==> src/rtl/tx_frame_loader.sv <==
// Collects a host frame payload, writes length + payload into the tx buffer, pulses start and
// waits for TX_EVENT_END. Optional TX watchdog is enabled by defining TX_LOADER_WDT_EN.
module tx_frame_loader #(
  parameter int         MAX_LEN      = 122,
  parameter int         FCS_LEN      = 2,
  parameter int         WDT_CYCLES   = 1000000,
  parameter logic [2:0] TX_EVENT_END = 3'd1
) (
  input  logic       clk,
  input  logic       reset,
  input  logic [7:0] i_data,
  input  logic       i_valid,
  input  logic       i_last,
  output logic       o_ready,
  output logic       o_buf_w_en,
  output logic [6:0] o_buf_w_addr,
  output logic [7:0] o_buf_byte,
  output logic       o_start,
  input  logic [2:0] i_ev,
  input  logic       i_ev_sig,
  output logic       o_busy,
  output logic       o_drop,
  output logic       o_timeout
);

  localparam logic [2:0] ST_COLLECT = 3'd0;
  localparam logic [2:0] ST_DISCARD = 3'd1;
  localparam logic [2:0] ST_LOAD    = 3'd2;
  localparam logic [2:0] ST_START   = 3'd3;
  localparam logic [2:0] ST_TX      = 3'd4;

  localparam logic [7:0]  MAX_B    = MAX_LEN[7:0];
  localparam logic [7:0]  FCS_B    = FCS_LEN[7:0];
  localparam logic [19:0] WDT_LAST = 20'(WDT_CYCLES - 1);

  logic [2:0] r_state;
  logic [7:0] r_cnt;
  logic [7:0] r_len;
  logic [7:0] r_idx;
  logic [7:0] r_mem [MAX_LEN];

  logic       w_accept;
  logic       w_overflow;
  logic       w_store;
  logic       w_end;
  logic       w_timeout;
  logic [6:0] w_wr_idx;
  logic [6:0] w_rd_idx;
  logic [7:0] w_rd_byte;

  assign o_ready    = (r_state == ST_COLLECT) || (r_state == ST_DISCARD);
  assign o_busy     = (r_state == ST_LOAD) || (r_state == ST_START) || (r_state == ST_TX);
  assign w_accept   = i_valid & o_ready;
  assign w_overflow = (r_cnt == MAX_B);
  assign w_store    = w_accept && (r_state == ST_COLLECT) && !w_overflow;
  assign w_end      = i_ev_sig && (i_ev == TX_EVENT_END);
  assign w_wr_idx   = r_cnt[6:0];
  // buffer address k carries payload byte k-1
  assign w_rd_idx   = r_idx[6:0] - 7'd1;
  assign w_rd_byte  = r_mem[w_rd_idx];

`ifdef TX_LOADER_WDT_EN
  logic [19:0] r_wdt;

  assign w_timeout = (r_state == ST_TX) && !w_end && (r_wdt == WDT_LAST);

  // counter sits at zero outside TX, so it starts from zero on every TX entry
  always_ff @(posedge clk or posedge reset) begin
    if (reset) begin
      r_wdt <= 20'd0;
    end else if (r_state != ST_TX) begin
      r_wdt <= 20'd0;
    end else begin
      r_wdt <= r_wdt + 20'd1;
    end
  end
`else
  logic w_unused_wdt;

  assign w_timeout    = 1'b0;
  assign w_unused_wdt = ^WDT_LAST;
`endif

  // payload memory is deliberately left uncleared by reset
  always_ff @(posedge clk) begin
    if (w_store) begin
      r_mem[w_wr_idx] <= i_data;
    end
  end

  always_ff @(posedge clk or posedge reset) begin
    if (reset) begin
      r_state      <= ST_COLLECT;
      r_cnt        <= 8'd0;
      r_len        <= 8'd0;
      r_idx        <= 8'd0;
      o_buf_w_en   <= 1'b0;
      o_buf_w_addr <= 7'd0;
      o_buf_byte   <= 8'd0;
      o_start      <= 1'b0;
      o_drop       <= 1'b0;
      o_timeout    <= 1'b0;
    end else begin
      o_start   <= 1'b0;
      o_drop    <= 1'b0;
      o_timeout <= 1'b0;
      case (r_state)
        ST_COLLECT: begin
          if (w_accept) begin
            if (w_overflow) begin
              if (i_last) begin
                o_drop <= 1'b1;
                r_cnt  <= 8'd0;
              end else begin
                r_state <= ST_DISCARD;
              end
            end else begin
              r_cnt <= r_cnt + 8'd1;
              if (i_last) begin
                // length byte goes out on the same edge the frame closes
                r_len        <= r_cnt + 8'd1;
                r_idx        <= 8'd1;
                o_buf_w_en   <= 1'b1;
                o_buf_w_addr <= 7'd0;
                o_buf_byte   <= r_cnt + 8'd1 + FCS_B;
                r_state      <= ST_LOAD;
              end
            end
          end
        end
        ST_DISCARD: begin
          if (w_accept && i_last) begin
            o_drop  <= 1'b1;
            r_cnt   <= 8'd0;
            r_state <= ST_COLLECT;
          end
        end
        ST_LOAD: begin
          if (r_idx <= r_len) begin
            o_buf_w_en   <= 1'b1;
            o_buf_w_addr <= r_idx[6:0];
            o_buf_byte   <= w_rd_byte;
            r_idx        <= r_idx + 8'd1;
          end else begin
            o_buf_w_en <= 1'b0;
            o_start    <= 1'b1;
            r_state    <= ST_START;
          end
        end
        ST_START: begin
          r_state <= ST_TX;
        end
        ST_TX: begin
          if (w_end) begin
            r_cnt   <= 8'd0;
            r_state <= ST_COLLECT;
          end else if (w_timeout) begin
            o_timeout <= 1'b1;
            r_cnt     <= 8'd0;
            r_state   <= ST_COLLECT;
          end
        end
        default: begin
          r_state <= ST_COLLECT;
        end
      endcase
    end
  end

endmodule

==> config.mk <==
export PLATFORM = sky130hd
export DESIGN_NAME = tx_frame_loader
export DESIGN_NICKNAME = d
export VERILOG_FILES = /design/src/rtl/tx_frame_loader.sv
export SDC_FILE = /design/constraint.sdc
export NUM_CORES = 1
export LEC_CHECK = 0
export CAP_MARGIN = 10
export CORE_UTILIZATION = 30
export CTS_CLUSTER_DIAMETER = 80
export DETAILED_ROUTE_END_ITERATION = 16
export PLACE_DENSITY_LB_ADDON = 0.15
export SKIP_LAST_GASP = 1
export SLEW_MARGIN = 20
export SYNTH_ARGS = -nofsm -noshare
export SYNTH_HDL_FRONTEND = slang
export SYNTH_SLANG_ARGS = --single-unit
==> constraint.sdc <==
create_clock -name clk -period 11.1 [get_ports clk]
set_input_delay 1.665 -clock clk [delete_from_list [all_inputs] [get_ports clk]]
set_output_delay 1.665 -clock clk [all_outputs]
set_load 0.01 [all_outputs]
==> metrics.txt <==
Comb pwr share ~34%; starting DRC count in detailed routing 1855; Clk Tree Root Cell clkbuf_16; sw frac between 30% and 40%; fill count approximately 13000; Bufs and invs on worst path 4; Power, Total ~12000 µW; Hold Path Origin r_len[1]; WL per Instance approximately 27 µm; CTS Buf Count 111; status finished with violations; Post-synth EDFFs 976; vias in the first global route roughly 21000; RePlAce Congestion between 0.7 and 0.8; #FFs+latches synth 1021; DIE AREA between 100000 and 150000 µm²; worst slew pin tran around 1100 ps; cell accounting for the most synthesized area edfxtp_1; CORE AREA between 100000 and 150000 µm²; Post-DRT Antenna Nets 0; critical path capture point type flip-flop; maximum VDD drop 181.6 µV; I/O pin cnt 37; crit start category flip-flop; Psw slightly above 4000 µW; max_cap viols 0; CTS tree done; Clock transition at path regs around 60 ps; Slew Viols, Final 0; first drt pass iteration count 14; Sequential cell area between 30000 and 40000 µm²; most common flop cell mapped by yosys edfxtp_1; Bufs on Longest Clock Path 3; worst-path cell chain inv_1 -> buf_4 -> ha_4 -> buf_4 -> buf_12 -> mux4_2 -> mux2i_1 -> a32oi_1 -> a21oi_1 -> nor4_1 -> o41a_1; share of layout cells above drive strength 1 between 20% and 30%; fin crit share 45.47%; total gr overflow 0; post-synth top area share between 70 and 80%; worst setup path start r_idx[0]; GRT Overall Usage between 10% and 20%; Worst Path Required approximately 12000 ps; Critical Path Max Stage Delay 760 ps; post-CTS sizing 0; area grow syn2layout 14.19%; synthesized cell area 40560 µm²; area of the multi-input gates 9547 µm²; Die H ~370 µm; cell with the most instances on the worst path buf_4; Port Buffer Count 35; Nets approximately 2200; Fin Clk Skew ~14 ps; leak pwr 0.01446 µW; # diodes 0; part of the power in the clock network between 20% and 30%; hpwl dp about 70 mm; Total Routed Length 110.2 mm; RSZ-0062 raised after global routing false; Yosys cell types 66; failing checks DRC; Synth Warn # 0; worst r2r src r_idx[0]; # rows 134; Worst Path Class, Setup reg2reg; antenna violations before repair 4; Vias/cell 4.993; hold crit path type reg2reg; Crit path max-delay family buffers and inverters; Max H-tree Level 3; Post-Synthesis Cells slightly above 2000; largest net degree at the start of global routing approximately 120; synth top area cells edfxtp_1 72%, mux4_2 14%, dfrtp_1 2.8%; clock sinks around 1000; number of setup violations in the final report 0; post-CTS setup buffer count 0; min Tclk post-route between 5000 and 6000 ps; Starting Density a little under a third; die width roughly 370 µm; sequential area share after synthesis roughly 75%; fmax 198.1 MHz; Avg Cell Area, Syn 19.51 µm²; clk_lat worst skew 720 ps; pwr dens between 200 and 300 nW/µm²; vias roughly 20000; Slowest-stage cell, CP dfrtp_4; reg-to-reg slack, setup between 6000 and 7000 ps; CP arrival 5640 ps; worst-path fanout max 114; # hold bufs at CTS 0; Syn Nets between 2000 and 2500; global-route wire length before repair 158.0 mm; sequential power share a little under two fifths; P_int just under 8000 µW; worst rel slew slack between 20 and 30%; Hold Fails Final Rpt 0; Post-route DRC 4; setup TNS 0 ps; Synth async-reset ratio about 4.4%
==> final cells by class <==
class	count	area share [%]
Tap cell	1768	4.776
Clock inverter	54	0.8996
Inverter	16	0.1324
Clock buffer	149	6.435
Timing Repair Buffer	77	1.421
Sequential cell	1021	65.72
Multi-Input combinational cell	925	20.61
==> through the flow <==
step           cell area [µm²]  setup slack (ps)  util [%]  hold slack (ps)  instances
6_report                 46310              6053     34.62            489.4       4010
5_1_grt                  46310              5755     34.62            515.3       4010
4_1_cts                  46310              5934     34.61            492.1       4010
3_5_place_dp             42910              5947     32.07            479.7       3807
3_3_place_gp             42910              5930     32.07            467.6       3807
2_1_floorplan            40560              7423         -            449.8       2079
==> worst paths after layout <==
kind | end | depth (start not counted)
max | o_buf_byte[6] | 11
min | r_len[1] | 2
max reg2reg | o_buf_byte[6] | 11
min reg2reg | r_len[1] | 2
max in group asynchronous | r_idx[0] | 2
min in group asynchronous | r_state[1] | 2
==> cells in the final DEF, fill, tap and decap left out, drive strengths merged, types with 4 or more instances in the layout <==
cell	instances
mux4	253
a311oi	9
clkbuf	149
nor2b	9
bufinv	4
clkdlybuf4s50	27
xnor2	15
inv	20
edfxtp	976
and3	12
buf	50
o22ai	6
xor2	13
a32o	5
clkinv	45
a32oi	13
and2	4
a22oi	6
nor2	158
a31oi	15
nand3	24
o21ai	33
ha	13
nor3	8
nand4	12
nand2	192
nor4	5
nand2b	4
a21oi	24
mux2	5
o31ai	5
a211oi	6
mux2i	34
dfrtp	45
==> cells in the mapped netlist (6+ instances only) <==
master and n:
nor2b_1 9, buf_4 28, buf_1 7, a31oi_1 15, mux2i_1 34, a22oi_1 6, edfxtp_1 976, clkbuf_1 43
xnor2_1 12, ha_1 13, buf_2 37, inv_1 15, and3_1 12, a211oi_1 6, nand2_1 192, xor2_1 13
nor3_1 7, o22ai_1 6, a21oi_1 24, nand4_1 12, nand3_1 24, a311oi_1 9, dfrtp_1 45, nor2_1 158
a32oi_1 13, mux4_2 253, o21ai_0 33
==> state kept, by name (all words and copies together), names as in the netlist <==
name          cells
r_state           3
o_buf_w_en        1
r_len             8
r_idx             8
o_buf_byte        8
o_start           1
r_mem           976
o_drop            1
r_cnt             8
o_buf_w_addr      7
==> cell families after synthesis <==
| family | synth area share (%) |
|---|---|
| adder cells (fa/ha/maj) | 0.4011 |
| multiplexers | 15.03 |
| AO/OA/AOI/OAI | 2.459 |
| buffers and inverters | 1.641 |
| AND/OR/NAND/NOR | 4.735 |
| XOR/XNOR | 0.6880 |
| other | 0.009246 |
| flip-flops | 75.04 |
==> worst min-delay path: stages, from the launching register on <==
cell	delay, ps
dfrtp_1	340
nand2_1	50
o21ai_0	60
==> metal layers <==
metal,wire length [µm],track usage [%],vias to the layer above
met5,0,0,-
met4,2104,3.703,0
met3,5402,2.860,131
met2,52780,26.19,540
met1,49880,22.55,10780
li1,-,-,8572
==> power by group through the flow <==
stage	clock network, µW	registers (µW)	logic [µW]
2_1_floorplan	0	4410	2600
3_3_place_gp	0	4480	4070
3_5_place_dp	0	4480	4060
4_1_cts	3570	4400	4080
5_1_grt	3690	4410	4250
6_report	3480	4410	3990
Power figures use the tool's default switching activity.
